File: config.mk
export PLATFORM = sky130hd
export DESIGN_NAME = int_ctrl_flat
export DESIGN_NICKNAME = d
export VERILOG_FILES = /design/src/rtl/int_ctrl_if.sv /design/src/rtl/int_ctrl.sv /design/src/flat_wrapper.sv
export SDC_FILE = /design/constraint.sdc
export NUM_CORES = 1
export LEC_CHECK = 0
export ABC_AREA = 0
export BUFFER_PORTS_ARGS = -buffer_cell sky130_fd_sc_hd__buf_2
export CORE_MARGIN = 2
export CORE_UTILIZATION = 48
export DETAILED_ROUTE_END_ITERATION = 7
export PLACE_DENSITY = 0.88
export SETUP_SLACK_MARGIN = 0.3
export SYNTH_ARGS = -nofsm -noshare
export SYNTH_HDL_FRONTEND = slang
export SYNTH_SLANG_ARGS = --single-unit
File: constraint.sdc
create_clock -name clk -period 3.9 [get_ports clk]
set_clock_uncertainty 0.1 [all_clocks]
set_input_delay 0.78 -clock clk [delete_from_list [all_inputs] [get_ports clk]]
set_output_delay 0.78 -clock clk [all_outputs]
set_load 0.01 [all_outputs]
File: src/rtl/int_ctrl_if.sv
// Purpose : bundles the interrupt controller's source, CPU handshake and status signals.
// Latency : n/a (wiring only).
// Backpressure: none. The CPU holds int_req pending until it pulses int_ack.
// Ports   : irq_in/mask_wr/mask_din/int_ack/eoi flow master->slave (toward the controller);
//           int_req/int_num/mask/pending/in_service flow slave->master (from the controller).
interface int_ctrl_if #(
    parameter int N_CH = 8
);
    logic [N_CH-1:0] irq_in;
    logic            mask_wr;
    logic [N_CH-1:0] mask_din;
    logic            int_ack;
    logic            eoi;
    logic            int_req;
    logic [31:0]     int_num;
    logic [N_CH-1:0] mask;
    logic [N_CH-1:0] pending;
    logic [N_CH-1:0] in_service;

    // Driven by the CPU / interrupt sources.
    modport master (
        output irq_in, mask_wr, mask_din, int_ack, eoi,
        input  int_req, int_num, mask, pending, in_service
    );

    // Implemented by the controller.
    modport slave (
        input  irq_in, mask_wr, mask_din, int_ack, eoi,
        output int_req, int_num, mask, pending, in_service
    );
endinterface

File: src/rtl/int_ctrl.sv
// Purpose : fixed-priority interrupt controller (lowest channel wins) with a mask, pending
//           latching, and a single non-nesting service slot.
// Latency : a trigger at edge t is pending at t. int_req rises after edge t+1 (from IDLE).
// Backpressure: int_req and int_num hold steady until int_ack. No new request starts until eoi.
// Ports   : clk, rst (synchronous, active-high). bus (int_ctrl_if.slave) carries the
//           irq_in sources, the mask write, the int_ack/eoi handshake and all registered outputs.
// Config  : INTC_EDGE_EN defined   -> rising-edge triggered channels (per-channel history).
//           INTC_EDGE_EN undefined -> level triggered channels.
module int_ctrl #(
    parameter int          N_CH     = 8,
    parameter logic [31:0] BASE_NUM = 32'h10
) (
    input logic       clk,
    input logic       rst,
    int_ctrl_if.slave bus
);

    localparam int SEL_W = (N_CH > 1) ? $clog2(N_CH) : 1;

    typedef enum logic [1:0] {
        IDLE,
        REQ,
        SERVICE
    } state_t;

    state_t            state_q;
    logic [N_CH-1:0]   pending_q;
    logic [N_CH-1:0]   mask_q;
    logic [N_CH-1:0]   in_service_q;
    logic              int_req_q;
    logic [31:0]       int_num_q;
    logic [SEL_W-1:0]  sel_q;

    logic [N_CH-1:0]   trig;
    logic [N_CH-1:0]   arb_vec;
    logic [N_CH-1:0]   sel_oh;
    logic [N_CH-1:0]   pending_d;
    logic [SEL_W-1:0]  sel_d;
    logic              arb_hit;

`ifdef INTC_EDGE_EN
    // The history register holds last cycle's line level. A steady high line triggers once.
    logic [N_CH-1:0]   hist_q;

    always_ff @(posedge clk) begin
        if (rst) begin
            hist_q <= '0;
        end else begin
            hist_q <= bus.irq_in;
        end
    end

    assign trig = bus.irq_in & ~hist_q;
`else
    assign trig = bus.irq_in;
`endif

    // Arbitration uses registered pending and mask. A mask write this cycle only counts next edge.
    assign arb_vec = pending_q & ~mask_q;

    // The loop runs high to low, so the last hit it records is the lowest index.
    always_comb begin
        sel_d   = '0;
        arb_hit = 1'b0;
        for (int i = N_CH - 1; i >= 0; i--) begin
            if (arb_vec[i]) begin
                sel_d   = SEL_W'(i);
                arb_hit = 1'b1;
            end
        end
    end

    always_comb begin
        sel_oh = '0;
        for (int i = 0; i < N_CH; i++) begin
            sel_oh[i] = (sel_q == SEL_W'(i));
        end
    end

    // The ack clear is applied first and the trigger is ORed in after it.
    // If a new trigger coincides with the ack, the pending bit stays set.
    always_comb begin
        pending_d = pending_q;
        if ((state_q == REQ) && bus.int_ack) begin
            pending_d = pending_d & ~sel_oh;
        end
        pending_d = pending_d | trig;
    end

    always_ff @(posedge clk) begin
        if (rst) begin
            state_q      <= IDLE;
            pending_q    <= '0;
            mask_q       <= '1;
            in_service_q <= '0;
            int_req_q    <= 1'b0;
            int_num_q    <= '0;
            sel_q        <= '0;
        end else begin
            pending_q <= pending_d;
            if (bus.mask_wr) begin
                mask_q <= bus.mask_din;
            end
            case (state_q)
                IDLE: begin
                    if (arb_hit) begin
                        sel_q     <= sel_d;
                        int_req_q <= 1'b1;
                        int_num_q <= BASE_NUM + {{(32 - SEL_W){1'b0}}, sel_d};
                        state_q   <= REQ;
                    end
                end
                // sel_q and int_num_q are frozen here. A request is never withdrawn or re-targeted.
                REQ: begin
                    if (bus.int_ack) begin
                        in_service_q <= sel_oh;
                        int_req_q    <= 1'b0;
                        state_q      <= SERVICE;
                    end
                end
                SERVICE: begin
                    if (bus.eoi) begin
                        in_service_q <= '0;
                        state_q      <= IDLE;
                    end
                end
                default: begin
                    state_q <= IDLE;
                end
            endcase
        end
    end

    assign bus.int_req    = int_req_q;
    assign bus.int_num    = int_num_q;
    assign bus.mask       = mask_q;
    assign bus.pending    = pending_q;
    assign bus.in_service = in_service_q;

endmodule

File: src/flat_wrapper.sv
// flat-port wrapper written by rule: the top's interface ports become plain ports
module int_ctrl_flat 
#(
    parameter int          N_CH     = 8,
    parameter logic [31:0] BASE_NUM = 32'h10
)
  (clk, rst, bus_irq_in, bus_mask_wr, bus_mask_din, bus_int_ack, bus_eoi, bus_int_req, bus_int_num, bus_mask, bus_pending, bus_in_service);
  int_ctrl_if #(.N_CH(N_CH)) bus_i ();
  input logic clk;
  input logic rst;
  input wire logic [$bits(bus_i.irq_in)-1:0] bus_irq_in;
  input wire logic [$bits(bus_i.mask_wr)-1:0] bus_mask_wr;
  input wire logic [$bits(bus_i.mask_din)-1:0] bus_mask_din;
  input wire logic [$bits(bus_i.int_ack)-1:0] bus_int_ack;
  input wire logic [$bits(bus_i.eoi)-1:0] bus_eoi;
  output wire logic [$bits(bus_i.int_req)-1:0] bus_int_req;
  output wire logic [$bits(bus_i.int_num)-1:0] bus_int_num;
  output wire logic [$bits(bus_i.mask)-1:0] bus_mask;
  output wire logic [$bits(bus_i.pending)-1:0] bus_pending;
  output wire logic [$bits(bus_i.in_service)-1:0] bus_in_service;
  assign bus_i.irq_in = bus_irq_in;
  assign bus_i.mask_wr = bus_mask_wr;
  assign bus_i.mask_din = bus_mask_din;
  assign bus_i.int_ack = bus_int_ack;
  assign bus_i.eoi = bus_eoi;
  assign bus_int_req = bus_i.int_req;
  assign bus_int_num = bus_i.int_num;
  assign bus_mask = bus_i.mask;
  assign bus_pending = bus_i.pending;
  assign bus_in_service = bus_i.in_service;
  int_ctrl #(.N_CH(N_CH), .BASE_NUM(BASE_NUM)) u_core (.clk(clk), .rst(rst), .bus(bus_i));
endmodule
* Word-level counts from Yosys, hierarchy flattened
Cells that the tools add are included.
** Word-level totals
- Output and inout bits :: 57
- Word-level logic and storage cells :: 61
- Memory bits (read-only) :: 0
- Input port bits :: 21
- Bits in writable memories :: 0
- Bits in latches :: 0
- Bits in registers :: 62
- Memories :: 0
** Cells by class
- Multipliers :: 0
- Bitwise logic cells :: 5
- Shift-type cells :: 0
- Equality and inequality tests :: 12
- Multiplexer cells :: 27
- Divide/modulo/power cells :: 0
- Reduce and logical (&&, ||, !) cells :: 9
- Magnitude comparators :: 0
- Add/sub/neg operators :: 1
** Operators with widths (number)
- two-way mux 3 bit :: 8
- two-way mux 8 bit :: 3
- AND 8 bit :: 2
- NOT 8 bit :: 2
- one-hot mux 8 bit (2 select lines) :: 1
- == test 3 bit, second input constant :: 4
- two-way mux 1 bit :: 10
- AND reduction 3 bit :: 3
- bitwise OR 8 bit :: 1
- adder 5 x 3 -> 6 bit, first input constant :: 1
- == test 3 x 2 -> 1 bit, second input constant :: 2
- two-way mux 2 bit :: 3
- one-hot mux 2 bit (3 select lines) :: 1
- inequality test 2 bit, second input constant :: 2
- nonzero test 2 bit :: 2
- == test 3 x 1 -> 1 bit, second input constant :: 1
- zero test 3 bit :: 1
- == test 2 x 1 -> 1 bit, second input constant :: 1
- == test 2 bit, second input constant :: 1
- zero test 2 bit :: 1
- inequality test 2 x 1 -> 1 bit, second input constant :: 1
- one-hot mux 1 bit (2 select lines) :: 1
- AND reduction 2 bit :: 1
- logical AND 1 bit :: 1

* Longest topological paths before layout
- Depth after elaboration :: 12
- Gate-level depth with buffers :: 4
- Depth with buffers taken out :: 4

* Least setup slack after synthesis
OpenSTA, ideal clock, no wires.
- Path kind :: input-to-reg
- From :: in bus_mask_wr
- To :: reg u_core.mask_q[6], in the netlist u_core.bus.mask[6]
- Arrival time :: 1.316 ns
- Cell stages on the path :: 3
- Setup time :: 0.120 ns
- Required time :: 3.680 ns
- Path buffers :: 1
- Path slack :: 2.364 ns
- Path through :: clkbuf_1 nor2b_1 a211o_1
** RTL lines
- start: declaration :: line flat_wrapper.sv:12 : input wire logic [$bits(bus_i.mask_wr)-1:0] bus_mask_wr;
- end signal: assignment :: line int_ctrl.sv:102 : mask_q <= bus.mask_din;
- end: declaration :: line int_ctrl.sv:28 : logic [N_CH-1:0] mask_q;

* Worst setup path in the final report
- From :: reg u_core.pending_q[2], in the netlist u_core.bus.pending[2]
- To :: out bus_pending[2]
** RTL lines
- start: declaration :: line int_ctrl.sv:27 : logic [N_CH-1:0] pending_q;
- start signal: assignment :: line int_ctrl.sv:100 : pending_q <= pending_d;
- end: declaration :: line flat_wrapper.sv:19 : output wire logic [$bits(bus_i.pending)-1:0] bus_pending;
No word-level cell between the ends.

==> impl_metrics.tcl <==
set metrics [dict create \
    fmax_mhz 545 \
    areaGrowthSynthToFinish_pct 17.5 \
    place.gp.congestion 0.797 \
    pre_cts_ws_ns 2.10 \
    cts.root.buffer_cell "clkbuf_4" \
    drive_gt1_share_pct 32.9 \
    finalSetupTns_ns 0 \
    synth_warnings 0 \
    cp_slowest_stage_delay_ns 0.45 \
    crit_type "reg -> out" \
    reg2regPathDepth 4 \
    synth-edff-count 0 \
    drt-total-wl_um 2860 \
    drt_pass1_iterations 4 \
    die_area_um2 3600 \
    run_status "finished clean" \
    grt_max_degree 33 \
    power.total_mw 0.753 \
    power_frac_comb_pct 17.3 \
    portBuffers 49 \
    antenna_found_initial 0 \
    power.leakage_nw 0.845 \
    ys_ff_latch 31 \
    seqPwrFrac_pct 47.8 \
    clk_pin_slew_ns 0.10 \
    syn-instance-count 164 \
    hpwl_um 2260 \
    critical_path.slowest_cell "dfxtp_1" \
    cts.sinks 31 \
    grt-ovfl-total 0 \
    synth_area_um2 1500 \
    core_um2 3030 \
    final_cell_mix "49 x buf_2, 31 x dfxtp_1, 28 x conb_1, 22 x a21oi_1, 15 x nand2_1" \
    start_util_pct 49.7 \
    drtIter0Drc 30 \
    crit_end "bus_pending[2]" \
    power_switching_share_pct 27.2 \
    slew_violations 0 \
    cp.arrival_ns 0.96 \
    rrSetupSlack_ns 2.42 \
    p_clk_share_pct 34.9 \
    intPower_mw 0.548 \
    antenna_left 0 \
    period_minus_slack_ns 1.84 \
    vias_per_cell 4.64 \
    ys_seq_area_share_pct 41.3 \
    fillers 296 \
    num_vias 1207 \
    tightestPinTransition_ns 0.551 \
    cp-start-kind "flip-flop" \
    drc 0 \
    async_flop_share_pct 0 \
    die-height_um 60.0 \
    synth.distinct_cells 33 \
    worstReg2RegEnd "u_core.bus.int_num[4]$_SDFFE_PP0P_" \
    grt_pass1_vias 1005 \
    nets 236 \
    cts_resized 0 \
    cp_num_buf_inv 1 \
    setup_ws_ns 2.06 \
    avgRoutedWirePerCell_um 11.0 \
    cp-startpoint "u_core.bus.pending[2]$_SDFF_PP0_" \
    p_per_area_nw_per_um2 426 \
    syn_avg_cell_area_um2 9.17 \
    critPathRequiredTime_ns 3.02 \
    die_w_um 60.0 \
    period_share_pct 47.1 \
    cts_tree "done" \
    cp-end-kind "output pin" \
    finalSetupViolations 0 \
    regToRegStartpoint "u_core.bus.mask[6]$_SDFFE_PP1P_" \
    cts_buffers 5 \
    min_path_type "reg -> reg" \
    clk_latency_ns 0.34 \
    hold_violations 0 \
    max-clock-path-buffers 2 \
    critPathMaxFanout 3 \
    grt_pass1_wl_um 4260 \
    p_switching_mw 0.205 \
    ios 78 \
    layout_commonest_cell "buf_2" \
    rsz0062_at_grt "no" \
    fp-row-count 20 \
    cp.depth 1 \
    antenna_cells 0 \
    worstPathCellList "buf_2" \
    cts_setup_buffers 0 \
    ctsHtreeMaxLevel 2 \
    holdWs_ns 0.355 \
    grt_use_total_pct 16.0 \
    maxCapViolCount 0 \
    cts_hold_buf 0 \
    timing.slew.headroom_pct 63.3 \
    ys.flop_type "dfxtp_1" \
    cp_top_family "flip-flops" \
    irDropWorstVdd_uv 319 \
]
power by group through the flow:
stage,clock network (mW),registers [mW],logic [mW]
4_1_cts,0.267,0.360,0.131
5_1_grt,0.283,0.363,0.144
6_report,0.263,0.360,0.130
3_3_place_gp,0,0.367,0.128
2_1_floorplan,0,0.374,0.100
3_5_place_dp,0,0.368,0.130
Yosys cell counts (2+ instances only):
cell type,count,area [um^2]
a211o_1,8,70.1
a211oi_1,2,15.0
a21oi_1,22,110
buf_4,28,210
clkbuf_1,4,15.0
dfxtp_1,31,621
nand2_1,15,56.3
nand2b_2,2,17.5
nand2b_4,4,55.1
nand3_1,3,15.0
nor2_1,11,41.3
nor2b_1,13,81.3
state kept, by name, indices dropped and copies added, names as in the netlist:
register / cells
u_core.bus.in_service: 8
u_core.bus.int_num: 2
u_core.bus.int_req: 1
u_core.bus.mask: 8
u_core.bus.pending: 8
u_core.sel_q: 2
u_core.state_q: 2
through the flow:
step,std cells,util [%],area (um^2)
after floorplan,191,-,1610
after global placement,252,55.5,1680
after detailed placement,252,55.5,1680
after CTS,260,58.3,1770
after global routing,260,58.3,1770
final,260,58.3,1770
per-layer routing:
metal	vias up	GRT usage, %	share of wire, %
met5	-	0	0
met4	0	4.76	0
met3	0	6.71	8.9
met2	58	26.1	47
met1	540	19.3	44
li1	609	-	-
worst min-delay path by stage:
stage	end	start	cells past startpoint	slack [ns]
global placement	u_core.bus.in_service[0]$_SDFFE_PP0P_	u_core.bus.in_service[0]$_SDFFE_PP0P_	2	0.34
floorplan	u_core.bus.int_num[4]$_SDFFE_PP0P_	u_core.bus.int_num[4]$_SDFFE_PP0P_	2	0.37
finish	u_core.bus.int_num[4]$_SDFFE_PP0P_	u_core.bus.int_num[4]$_SDFFE_PP0P_	2	0.35
CTS	u_core.bus.in_service[4]$_SDFFE_PP0P_	u_core.bus.in_service[4]$_SDFFE_PP0P_	2	0.36
global route	u_core.bus.int_num[4]$_SDFFE_PP0P_	u_core.bus.int_num[4]$_SDFFE_PP0P_	2	0.38
detailed placement	u_core.bus.in_service[4]$_SDFFE_PP0P_	u_core.bus.in_service[4]$_SDFFE_PP0P_	2	0.35
cell type report:
class,instances,area [um^2],share of cell area [%]
Multi-Input combinational cell,127,756,42.8
Sequential cell,31,621,35.1
Timing Repair Buffer,49,245,13.9
Tap cell,44,55.1,3.12
Clock buffer,6,51.3,2.90
Clock inverter,2,35.0,1.98
Inverter,1,3.75,0.212
kinds of logic (layout without fill, tap and decap cells):
group / count (synthesis) / count (layout) / synth area share, %
AOI/OAI and AO/OA: 39 / 39 / 18.2
buffers and inverters: 33 / 58 / 15.2
DFF: 31 / 31 / 41.3
other: 1 / 28 / 0.249
and+or+nand+nor: 60 / 60 / 25.0
No activity file was read; power rests on OpenSTA's default activity.
